**config.mk**
```make
export PLATFORM = sky130hd
export DESIGN_NAME = serial_word_receiver
export DESIGN_NICKNAME = d
export VERILOG_FILES = /design/src/rtl/rx_pkg.sv /design/src/rtl/serial_word_receiver.sv
export SDC_FILE = /design/constraint.sdc
export NUM_CORES = 1
export LEC_CHECK = 0
export ABC_CLOCK_PERIOD_IN_PS = 4300
export CORE_UTILIZATION = 48
export CTS_CLUSTER_DIAMETER = 100
export DETAILED_ROUTE_END_ITERATION = 10
export PLACE_DENSITY_LB_ADDON = 0.3
export SKIP_LAST_GASP = 1
export SYNTH_ARGS = -nofsm -noshare
export SYNTH_HDL_FRONTEND = slang
export SYNTH_SLANG_ARGS = --single-unit
```
**constraint.sdc**
```tcl
create_clock -name Clk -period 4.3 [get_ports Clk]
set_input_delay 0.86 -clock Clk [delete_from_list [all_inputs] [get_ports Clk]]
set_output_delay 0.86 -clock Clk [all_outputs]
set_load 0.01 [all_outputs]
```
**src/rtl/rx_pkg.sv**
```systemverilog
`default_nettype none
// ============================================================================
//  Module      : rx_pkg
//  Description : Shared constants for the MSB-first serial link. Holds the
//                default word width, the legal width range and a helper that
//                derives the minimum bit-counter width. The matching
//                parallel-load shift-register transmitter reuses these.
//  Ports       : none (package)
//  Revision    : 1.0 - initial release
// ============================================================================
package rx_pkg;

  localparam int RX_WIDTH_DEFAULT = 4;
  localparam int RX_WIDTH_MIN     = 2;
  localparam int RX_WIDTH_MAX     = 16;
  localparam int RX_CNT_W_DEFAULT = 5;

  // Smallest counter width that can represent 0..width (2**w > width).
  function automatic int rx_min_cnt_w(input int width);
    int w;
    w = 1;
    while ((1 << w) <= width) begin
      w = w + 1;
    end
    return w;
  endfunction

  // True when a WIDTH/CNT_W pair is usable by the receiver and transmitter.
  function automatic bit rx_params_ok(input int width, input int cnt_w);
    return (width >= RX_WIDTH_MIN) && (width <= RX_WIDTH_MAX) &&
           (cnt_w >= rx_min_cnt_w(width));
  endfunction

endpackage : rx_pkg
`default_nettype wire

```
**src/rtl/serial_word_receiver.sv**
```systemverilog
`default_nettype none
// ============================================================================
//  Module      : serial_word_receiver
//  Description : Receiving end of the MSB-first serial link. Shifts in one
//                bit per SerialEn cycle, assembles WIDTH-bit words and hands
//                each word to a consumer through a one-word holding register
//                with a valid/ready handshake. FrameStart realigns word
//                boundaries; Overrun is a sticky flag for dropped words.
//  Ports       : Clk, Reset           - clock, synchronous active-high reset
//                SerialIn, SerialEn   - serial bit and its qualifier
//                FrameStart           - discard partial word / start new word
//                ParallelOut,OutValid - held word and its valid flag
//                OutReady             - consumer accept (transfer = valid&ready)
//                BitCount             - bits of the partial word, 0..WIDTH-1
//                Overrun,ClearOverrun - sticky drop flag and its clear
//  Revision    : 1.0 - initial release
// ============================================================================
module serial_word_receiver
  import rx_pkg::*;
#(
  parameter int WIDTH = RX_WIDTH_DEFAULT,
  parameter int CNT_W = RX_CNT_W_DEFAULT
) (
  input  logic             Clk,
  input  logic             Reset,
  input  logic             SerialIn,
  input  logic             SerialEn,
  input  logic             FrameStart,
  output logic [WIDTH-1:0] ParallelOut,
  output logic             OutValid,
  input  logic             OutReady,
  output logic [CNT_W-1:0] BitCount,
  output logic             Overrun,
  input  logic             ClearOverrun
);

  // Elaboration-time guard on the parameter pair.
  generate
    if (!rx_params_ok(WIDTH, CNT_W)) begin : g_bad_params
      $error("serial_word_receiver: illegal WIDTH/CNT_W combination");
    end
  endgenerate

  localparam logic [CNT_W-1:0] C_LAST_BIT = CNT_W'(WIDTH - 1);
  localparam logic [CNT_W-1:0] C_ONE      = CNT_W'(1);

  logic [WIDTH-1:0] shift_reg_q,   shift_reg_d;
  logic [WIDTH-1:0] parallel_q,    parallel_d;
  logic [CNT_W-1:0] bit_count_q,   bit_count_d;
  logic             out_valid_q,   out_valid_d;
  logic             overrun_q,     overrun_d;

  logic             w_transfer;
  logic             w_complete;
  logic [WIDTH-1:0] w_word;

  assign w_transfer = out_valid_q & OutReady;
  // A FrameStart in the same cycle starts a new word, so it suppresses
  // any completion that would otherwise happen on this bit.
  assign w_complete = SerialEn & ~FrameStart & (bit_count_q == C_LAST_BIT);
  assign w_word     = {shift_reg_q[WIDTH-2:0], SerialIn};

  always_comb begin
    shift_reg_d = shift_reg_q;
    bit_count_d = bit_count_q;
    parallel_d  = parallel_q;
    out_valid_d = out_valid_q;
    overrun_d   = overrun_q;

    // Bit counter and shift register. The receiver never stalls the link,
    // so this runs independently of the consumer.
    if (SerialEn) begin
      shift_reg_d = w_word;
      if (FrameStart) begin
        bit_count_d = C_ONE;
      end else if (w_complete) begin
        bit_count_d = '0;
      end else begin
        bit_count_d = bit_count_q + C_ONE;
      end
    end else if (FrameStart) begin
      bit_count_d = '0;
      shift_reg_d = '0;
    end

    // Holding register: a transfer frees the slot; a completion in the same
    // cycle refills it immediately so back-to-back words need no bubble.
    if (w_transfer) begin
      out_valid_d = 1'b0;
    end

    if (ClearOverrun) begin
      overrun_d = 1'b0;
    end

    if (w_complete) begin
      if (!out_valid_q || w_transfer) begin
        parallel_d  = w_word;
        out_valid_d = 1'b1;
      end else begin
        // Slot still occupied: drop the new word. Set beats clear.
        overrun_d = 1'b1;
      end
    end
  end

  always_ff @(posedge Clk) begin
    if (Reset) begin
      shift_reg_q <= '0;
      bit_count_q <= '0;
      parallel_q  <= '0;
      out_valid_q <= 1'b0;
      overrun_q   <= 1'b0;
    end else begin
      shift_reg_q <= shift_reg_d;
      bit_count_q <= bit_count_d;
      parallel_q  <= parallel_d;
      out_valid_q <= out_valid_d;
      overrun_q   <= overrun_d;
    end
  end

  assign ParallelOut = parallel_q;
  assign OutValid    = out_valid_q;
  assign BitCount    = bit_count_q;
  assign Overrun     = overrun_q;

endmodule : serial_word_receiver
`default_nettype wire
```
==> qor.yml <==
outcome: "finished, final reports clean"
rsz0062_at_grt: "false"
grt_usage_pct: 20.79
gp_congestion: 0.7758
dieHeight_um: 38.82
die_w_um: 38.82
clk_latency_ns: 0.28
synth.area.top_cells: "dfxtp_1 (43%), nand2b_1 (8.7%), mux2i_1 (6.2%)"
vias: 527
slew-limit-headroom_pct: 65.61
criticalPathCategory: "in2reg"
tns_ns: 0
cts_resized: 0
via_per_inst: 5.117
wirelength_um: 1182
cts_buffers: 3
cts_tree: "built"
holdWs_ns: 0.4822
setup_viol: 0
period_minus_slack_ns: 2.274
finalHoldViolations: 0
grt_max_degree: 19
fin_skew_ns: 0.001311
ys_seq_elements: 14
post-cts-setup-buffer-count: 0
finalNetCount: 98
p_int_w: 0.0001941
worstPathArrival_ns: 2.49
seqCellArea_um2: 280.3
avgRoutedWirePerCell_um: 11.48
yosysTopAreaCell: "dfxtp_1"
yosys_warnings: 0
grt_pass1_vias: 471
post-route-util_pct: 72.78
grt_overflow: 0
drive_above_1_share_pct: 6.742
syn_inst: 71
cp-start-kind: "primary input"
drc: 0
worst_slew_pin_slew_ns: 0.5143
final_common_cell: "clkdlybuf4s50_1"
ys_seq_area_share_pct: 43.08
place_ws_ns: 1.725
drv_slew: 0
antennaDiodeCount: 0
p_switching_w: 0.00005308
layout_common_cells: "clkdlybuf4s50_1 (17), dfxtp_1 (14), nand2b_1 (9)"
num_io_pins: 18
antenna_found_initial: 0
cts.htree.levels: 1
multi_input_area_um2: 355.3
core_mm2: 0.001186
postCtsHoldBufs: 0
hold_class: "reg2reg"
p_leak_nw: 0.2758
layout_setup_ws_ns: 2.026
synth.distinct_cells: 25
syn_nets: 79
clockRootBuffer: "clkbuf_4"
powerDensity_mw_per_mm2: 286.3
fin_crit_sh_pct: 52.89
power_w: 0.0002472
syn2layout_area_growth_pct: 32.69
syn_area_um2: 650.6
start_util_pct: 54.85
rows: 12
first_pass_iters: 4
end_kind: "flop"
comb_power_share_pct: 8.4
timing.fmax_mhz: 439.7
synth_top_area_share_pct: 43.08
path_max_fanout: 13
clkPwrFrac_pct: 37.8
grt_pass1_wl_um: 2049
drtIter0Drc: 7
peakVddDrop_v: 0.0002080
worstPathRequired_ns: 4.51
cts_num_sinks: 14
hpwl_um: 850
maxCapViolCount: 0
clockBufferDepth: 2
clk_pin_slew_ns: 0.08
pwr-share-seq_pct: 53.8
switching_share_pct: 21.48
port_buffers: 17
die_area_mm2: 0.001507
ant_nets: 0
synth.avg_cell_area_um2: 9.164
fillers: 99
==> Yosys cell counts <==
cell      number
nand4_1        2
nand4b_1       2
mux2i_1        4
nor2_1         5
clkbuf_1       2
nor3b_1        3
nand3_1        2
nand2_1        3
xor2_1         1
nor2b_1        3
nand2b_1       9
o211ai_1       1
xnor2_1        1
a31oi_1        2
nand3b_1       1
nor4_4         1
nor3_1         3
and2_1         1
or3_4          1
dfxtp_1       14
ha_1           1
a21oi_1        6
inv_1          1
nor4_1         1
buf_1          1
==> critical path, cell delays in order <==
cell and delay, ns:
clkdlybuf4s50_1 0.73, nand2_1 0.20, nor4_4 0.46, mux2i_1 0.24
==> cell families (layout without fill, tap and decap cells) <==
| logic type | after synthesis | count (layout) | share of synthesized area, % |
|---|---|---|---|
| compound gates | 9 | 9 | 7.693 |
| xor+xnor | 2 | 2 | 2.693 |
| mux | 4 | 4 | 6.154 |
| buf+inv | 4 | 22 | 2.307 |
| simple gates | 37 | 37 | 36.15 |
| flops | 14 | 14 | 43.08 |
| fa+ha+maj | 1 | 1 | 1.923 |
==> per-layer routing <==
| layer | share of wire, % | vias to the layer above | track usage, % |
|---|---|---|---|
| met5 | 0 | - | 0 |
| met4 | 1.4 | 0 | 10.34 |
| met3 | 5.0 | 4 | 10.40 |
| met2 | 43 | 12 | 29.58 |
| met1 | 50 | 221 | 25.44 |
| li1 | - | 290 | - |
==> layout make-up <==
type	count	area share, %
Multi-Input combinational cell	53	41.16
Sequential cell	14	32.46
Timing Repair Buffer	17	19.71
Clock buffer	4	4.203
Tap cell	14	2.029
Inverter	1	0.4348
==> power groups by stage <==
stage	Combinational, W	Sequential (W)	Clock [W]
final	0.0000209	0.000133	0.0000934
after global routing	0.0000231	0.000134	0.000105
after CTS	0.0000209	0.000133	0.0000984
after detailed placement	0.0000207	0.000136	0
after global placement	0.0000207	0.000136	0
after floorplan	0.0000105	0.000136	0
==> worst paths after layout <==
path                            depth (start not counted)              to           start  slack (ns)
worst max-delay path                                    4  ParallelOut[3]        SerialEn        2.03
worst min-delay path                                    2  ParallelOut[2]  ParallelOut[2]        0.48
worst min register to register                          2  ParallelOut[2]  ParallelOut[2]        0.48
worst max register to register                          4  ParallelOut[3]     BitCount[1]        2.71
==> per-stage QoR <==
step                      cell area (um^2)  instances
after global routing                 863.3        103
after floorplan                      650.6         71
after CTS                            863.3        103
after global placement               827.0         99
final                                863.3        103
after detailed placement             827.0         99
==> registers in the layout, indices dropped and copies added, names as in the netlist <==
register,count
BitCount,5
shift_reg_q,3
OutValid,1
Overrun,1
ParallelOut,4
Power figures use the tool's default switching activity.
